<file path="src/rtl/ifetch_queue.sv">
// ifetch_queue: fetch pointer, 1-cycle ROM read issue and PC-tagged instruction FIFO toward decode.
module ifetch_queue #(
    parameter int              PC_W     = 8,
    parameter int              INSTR_W  = 9,
    parameter int              DEPTH    = 4,
    parameter logic [PC_W-1:0] RESET_PC = '0
) (
    input  logic                       clk,
    input  logic                       reset,
    input  logic                       redirect,
    input  logic [PC_W-1:0]            redirect_pc,
    output logic                       imem_rd_en,
    output logic [PC_W-1:0]            imem_addr,
    input  logic [INSTR_W-1:0]         imem_data,
    output logic                       out_valid,
    input  logic                       out_ready,
    output logic [INSTR_W-1:0]         out_instr,
    output logic [PC_W-1:0]            out_pc,
    output logic [$clog2(DEPTH):0]     occupancy
);
    localparam int AW = $clog2(DEPTH);
    localparam int CW = AW + 1;
    logic [PC_W-1:0]    fetch_ptr, inflight_pc;
    logic               inflight, push, pop;
    logic [INSTR_W-1:0] mem_instr [DEPTH];
    logic [PC_W-1:0]    mem_pc    [DEPTH];
    logic [AW-1:0]      head, tail;
    logic [CW-1:0]      count;
    // A read is only issued when a slot is reserved for its return, so the FIFO cannot overflow
    assign imem_rd_en = reset && !redirect && (count + CW'(inflight) < CW'(DEPTH));
    assign imem_addr  = fetch_ptr;
    assign push       = inflight && !redirect;
    assign pop        = out_valid && out_ready;
    assign out_valid  = count != '0;
    assign out_instr  = mem_instr[head];
    assign out_pc     = mem_pc[head];
    assign occupancy  = count;
    always_ff @(posedge clk or negedge reset) begin
        if (!reset) begin
            fetch_ptr   <= RESET_PC;
            inflight    <= 1'b0;
            inflight_pc <= '0;
            head        <= '0;
            tail        <= '0;
            count       <= '0;
            for (int i = 0; i < DEPTH; i++) begin
                mem_instr[i] <= '0;
                mem_pc[i]    <= '0;
            end
        end else if (redirect) begin
            fetch_ptr <= redirect_pc;
            inflight  <= 1'b0;
            head      <= '0;
            tail      <= '0;
            count     <= '0;
        end else begin
            inflight <= imem_rd_en;
            if (imem_rd_en) begin
                fetch_ptr   <= fetch_ptr + PC_W'(1);
                inflight_pc <= fetch_ptr;
            end
            if (push) begin
                mem_instr[tail] <= imem_data;
                mem_pc[tail]    <= inflight_pc;
                tail            <= tail + AW'(1);
            end
            if (pop) head <= head + AW'(1);
            count <= count + CW'(push) - CW'(pop);
        end
    end
endmodule
</file>
<file path="config.mk">
export PLATFORM = sky130hd
export DESIGN_NAME = ifetch_queue
export DESIGN_NICKNAME = d
export VERILOG_FILES = /design/src/rtl/ifetch_queue.sv
export SDC_FILE = /design/constraint.sdc
export NUM_CORES = 1
export LEC_CHECK = 0
export BUFFER_PORTS_ARGS = -buffer_cell sky130_fd_sc_hd__buf_4
export CORE_MARGIN = 5
export CORE_UTILIZATION = 40
export CTS_CLUSTER_SIZE = 24
export DETAILED_ROUTE_END_ITERATION = 8
export GPL_TIMING_DRIVEN = 0
export SLEW_MARGIN = 20
export SYNTH_ARGS = -nofsm -noshare
export SYNTH_HDL_FRONTEND = slang
export SYNTH_SLANG_ARGS = --single-unit
</file>
<file path="constraint.sdc">
create_clock -name clk -period 2.3 [get_ports clk]
set_clock_uncertainty 0.2 [all_clocks]
set_input_delay 0.23 -clock clk [delete_from_list [all_inputs] [get_ports clk]]
set_output_delay 0.23 -clock clk [all_outputs]
set_load 0.02 [all_outputs]
</file>
After elaboration in Yosys (flattened, before gate mapping)
Index checks and enable logic that the tools add are counted.
{ "totals": {"ff_bits": 92} }
{ "op_classes": {"n_addsub": 6, "magnitude_cmp": 4, "muxes": 20, "n_bitwise": 3, "n_reduce_logical": 12} }
{ "ops": {"columns": ["operator", "n"], "rows": [
  ["8-bit two-way mux", 5],
  ["36-bit bitwise mux", 1],
  ["32-bit bitwise mux", 1],
  ["9-bit two-way mux", 3],
  ["9-bit binary-select mux with 2-bit select", 1],
  ["9-bit demux with 2-bit select", 1],
  ["8-bit binary-select mux with 2-bit select", 1],
  ["8-bit demux with 2-bit select", 1],
  ["8-bit by 1-bit adder with 8-bit output (second input constant)", 1],
  ["2-bit two-way mux", 4],
  ["3-bit by 1-bit adder with 3-bit output", 2],
  ["3-bit >= comparator (second input constant)", 2],
  ["2-bit NOT with 3-bit output", 2],
  ["2-bit nonzero test", 3],
  ["1-bit logical AND", 5],
  ["2-bit by 1-bit adder with 2-bit output (second input constant)", 2],
  ["2-bit AND reduction", 2],
  ["3-bit by 1-bit < comparator with 1-bit output (second input constant)", 1],
  ["3-bit < comparator (second input constant)", 1],
  ["3-bit two-way mux", 1],
  ["3-bit nonzero test", 1],
  ["3-bit by 1-bit subtractor with 3-bit output", 1],
  ["1-bit logical NOT", 1],
  ["1-bit two-way mux", 1],
  ["1-bit NOT", 1]
]} }

Depth between registers and ports, before layout
{ "depth": {"depth_word": 6, "depth_mapped": 10} }

Worst setup path after synthesis
No wires, ideal clock.
{ "synth_timing": {"kind": "register to register", "from": "register count[1] (netlist: occupancy[1])", "to": "register count[2] (netlist: occupancy[2])", "setup_ns": 0.132, "t_arrival_ns": 1.976, "slack_ns": -0.008, "stages_incl_launch_ff": 9, "n_path_buf": 0, "period_less_slack_ns": 2.308, "path_cell_list": "dfrtp_1 > o31a_1 > ha_1 > inv_1 > ha_1 > inv_1 > fa_1 > xnor2_1 > nor2_1"} }
{ "synth_via": {"elab_chain_len": 4, "elab_cells_between_ends": 5, "cone_classes": "add/sub (2); mux (1); reduce/logical (2)"} }
{ "synth_lines": {"columns": ["element", "line_no", "text"], "rows": [
  ["start: declaration", "28", "logic [CW-1:0] count;"],
  ["start signal: assignment", "68", "count <= count + CW'(push) - CW'(pop);"],
  ["branches (longest 2 deep; another with 3-bit by 1-bit adder with 3-bit output)", null, null],
  ["3-bit by 1-bit subtractor with 3-bit output (*)", "68", null],
  ["3-bit two-way mux (*)", "50", "end else if (redirect) begin"]
]} }
Mark *: on every way between the ends.
A chain may end at the register's enable or synchronous reset.

Final worst setup path
{ "layout_timing": {"from": "register count[0] (netlist: occupancy[0])", "to": "register count[2] (netlist: occupancy[2])"} }
The elaborated chain is that of the path after synthesis.

==> flow_summary_export.csv <==
group,metric,value,unit
logic_synthesis,synth_area_leader_cell,"dfrtp_1",
logic_synthesis,ys_seq_area_share,54.0,%
clocking,cts_max_level,3,
grt,antenna_found_initial,0,
logic_synthesis,yosysTopAreaCellShare,54.0,%
power,power.total,0.00566,W
grt,top_usage_layer,"met2",
route,drt-initial-drc-count,70,
sta,setup_ws,0.0692,ns
critical_path,path_cells,"o31a_1 > ha_1 > inv_1 > ha_1 > inv_1 > fa_1 > xnor2_1 > nor2_1",
sta,max_freq,0.448,GHz
route,drt_first_pass_iters,4,
critical_path,cp.arrival,2.24,ns
grt,grt_start_max_net_pins,98,
critical_path,crit_buf_inv,2,
power,powerDensity,1070,nW/um^2
critical_path,cp-start-kind,"flip-flop",
route,vias,2541,
logic_synthesis,yosys-top-cells-area,"dfrtp_1 (54%), mux2_1 (11%), mux4_2 (9.0%)",
placed_design,hpwl,5330,um
logic_synthesis,synth-main-ff-cell,"dfrtp_1",
critical_path,endpoint_kind,"flip-flop",
clocking,cts_tree,"yes",
placed_design,dp_cells,463,
sta,rsz0062_at_grt,"true",
final_layout,multi_input_area,1850,um^2
job,cap_violations,0,
run_status,outcome,"finished, violations left",
final_layout,seq_area,2310,um^2
sta,hold_violations,92,
grt,first_global_vias,2630,
grt,use_met3,3.32,%
clocking,insertion_delay,0.35,ns
hold_path,hold_path_class,"primary input to asynchronous set/reset pin",
sta,slew_headroom,41.3,%
clocking,cts.sinks,92,
grt,grt_util_met1,18.5,%
sta,worst-slew-pin-transition,0.881,ns
logic_synthesis,async_reset_ff_share,100,%
sta,fin_setup_tns,0,ns
route,drcViolationCount,0,
logic_synthesis,synth_area_per_cell,15.4,um^2
run_status,violations,"hold timing",
critical_path,cp_top_family,"adder cells",
grt,grt_usage,13.3,%
final_layout,diodes,0,
grt,use_met2,20.6,%
route,vias_per_cell,5.00,
clocking,cts_buffers,9,
clocking,clock_path_buffers,2,
logic_synthesis,synth_nets,306,
logic_synthesis,syn_inst,277,
logic_synthesis,syn_area,4260,um^2
die,std_cell_rows,37,
sta,setup_viol,0,
die,io_pins,51,
clocking,postCtsHoldBufs,18,
route,drt_wl_total,8060,um
final_layout,syn_to_final_growth,24.0,%
die,die_x,113,um
power,leakage,2.52,nW
grt,grt_overflow,0,
route,wl_per_cell,15.9,um
clocking,ctsRootBufferMaster,"clkbuf_8",
clocking,path_clk_slew,0.09,ns
placed_design,io_buffers,50,
power,ir_worst_vdd,0.000492,V
final_layout,final_cell_mix,"dfrtp_1 (87), buf_4 (62), mux2_1 (41)",
logic_synthesis,yosys_warnings,0,
final_layout,post_route_cells_drive_above_1_share,41.7,%
placed_design,gp_congestion,0.796,
critical_path,worst-setup-path-type,"flip-flop to flip-flop",
grt,grt_pass1_wl,13400,um
die,coreArea,10400,um^2
logic_synthesis,yosys.cell_types.count,34,
critical_path,slowest_delay,0.46,ns
logic_synthesis,ys_ff_latch,92,
final_layout,fin_cells,508,
logic_synthesis,synth_edf_count,0,
final_layout,nFillCells,920,
sta,drv_slew,0,
die,die-area,12800,um^2
critical_path,required,2.31,ns
sta,hold_slack,-0.252,ns
die,initial_core_util,41.1,%
critical_path,crit_fanout,5,
critical_path,cp_slowest_cell,"dfrtp_2",
sta,period_share,97.0,%
route,ant_nets,0,
final_layout,final_util,51.0,%
final_layout,nets,396,
placed_design,pre_cts_slack,-0.0384,ns
sta,post-route-min-period,2.23,ns
final_layout,final_common_cell,"dfrtp_1",
die,die-height,113,um
[metrics by stage]
step	instance area (um^2)	hold WS (ns)
2_1_floorplan	4260	-0.266
3_3_place_gp	4810	0.239
3_5_place_dp	4810	0.184
4_1_cts	5210	-0.214
5_1_grt	5290	-0.182
6_report	5290	-0.252
[kinds of logic (layout without fill, tap and decap cells)]
family / after synthesis / in the layout / synth area share [%]
flops: 92 / 92 / 54.0
buf+inv: 19 / 114 / 2.73
mux: 96 / 96 / 30.5
xor+xnor: 11 / 11 / 2.26
simple gates: 34 / 34 / 4.76
compound gates: 17 / 17 / 3.17
fa+ha+maj: 8 / 8 / 2.52
[layer usage]
layer  part of all wire [%]  up-vias  wire length [um]
met1                     49     1294              3930
li1                       -     1190                 -
met3                    4.3        8               343
met2                     46       49              3700
met5                      0        -                 0
met4                    1.0        0                84
[path summary, 6_finish.rpt]
kind | start | to | slack, ns | depth (start not counted)
max | occupancy[0] | occupancy[2] | 0.07 | 8
min | reset | mem_instr[20] | -0.25 | 1
max reg2reg | occupancy[0] | occupancy[2] | 0.07 | 8
min reg2reg | mem_pc[3] | mem_pc[3] | 0.29 | 1
max in group asynchronous | reset | head[1] | 1.48 | 1
min in group clk | redirect | imem_addr[6] | 0.06 | 3
[area by class of cell]
type	count	share of cell area (%)
Timing Repair Buffer	80	12.3
Inverter	7	0.497
Clock buffer	9	2.34
Clock inverter	7	0.947
Sequential cell	92	43.7
Buffer	11	2.01
Tap cell	136	3.22
Multi-Input combinational cell	166	35.0
[registers in the layout, indices dropped and copies added, names as in the netlist]
register and count:
inflight_pc 8, tail 2, occupancy 3, mem_instr 36, imem_addr 8, head 2
inflight 1, mem_pc 32
[Yosys cell counts (4+ instances only)]
cell type  count
mux2_1        41
o21ai_0        4
mux2_4         8
mux2_2        29
nand2_1       12
nand2_4        4
dfrtp_1       92
mux4_2        17
buf_6          5
xnor2_1        9
ha_1           7
inv_1          7
nor2_1         6
[where the power goes]
group | switching (W) | internal [W]
Sequential | 0.000352 | 0.00209
Combinational | 0.000989 | 0.00127
Clock | 0.000560 | 0.000396
[repair_timing]
item / in CTS / in global routing
resized for setup: 7 / 4
setup endpoints to repair: 10 / 11
endpoints found under the hold margin: 136 / 92
buffers inserted: 4 / 8
pin swaps: 1 / 2
(Power assumes the default switching activity.)
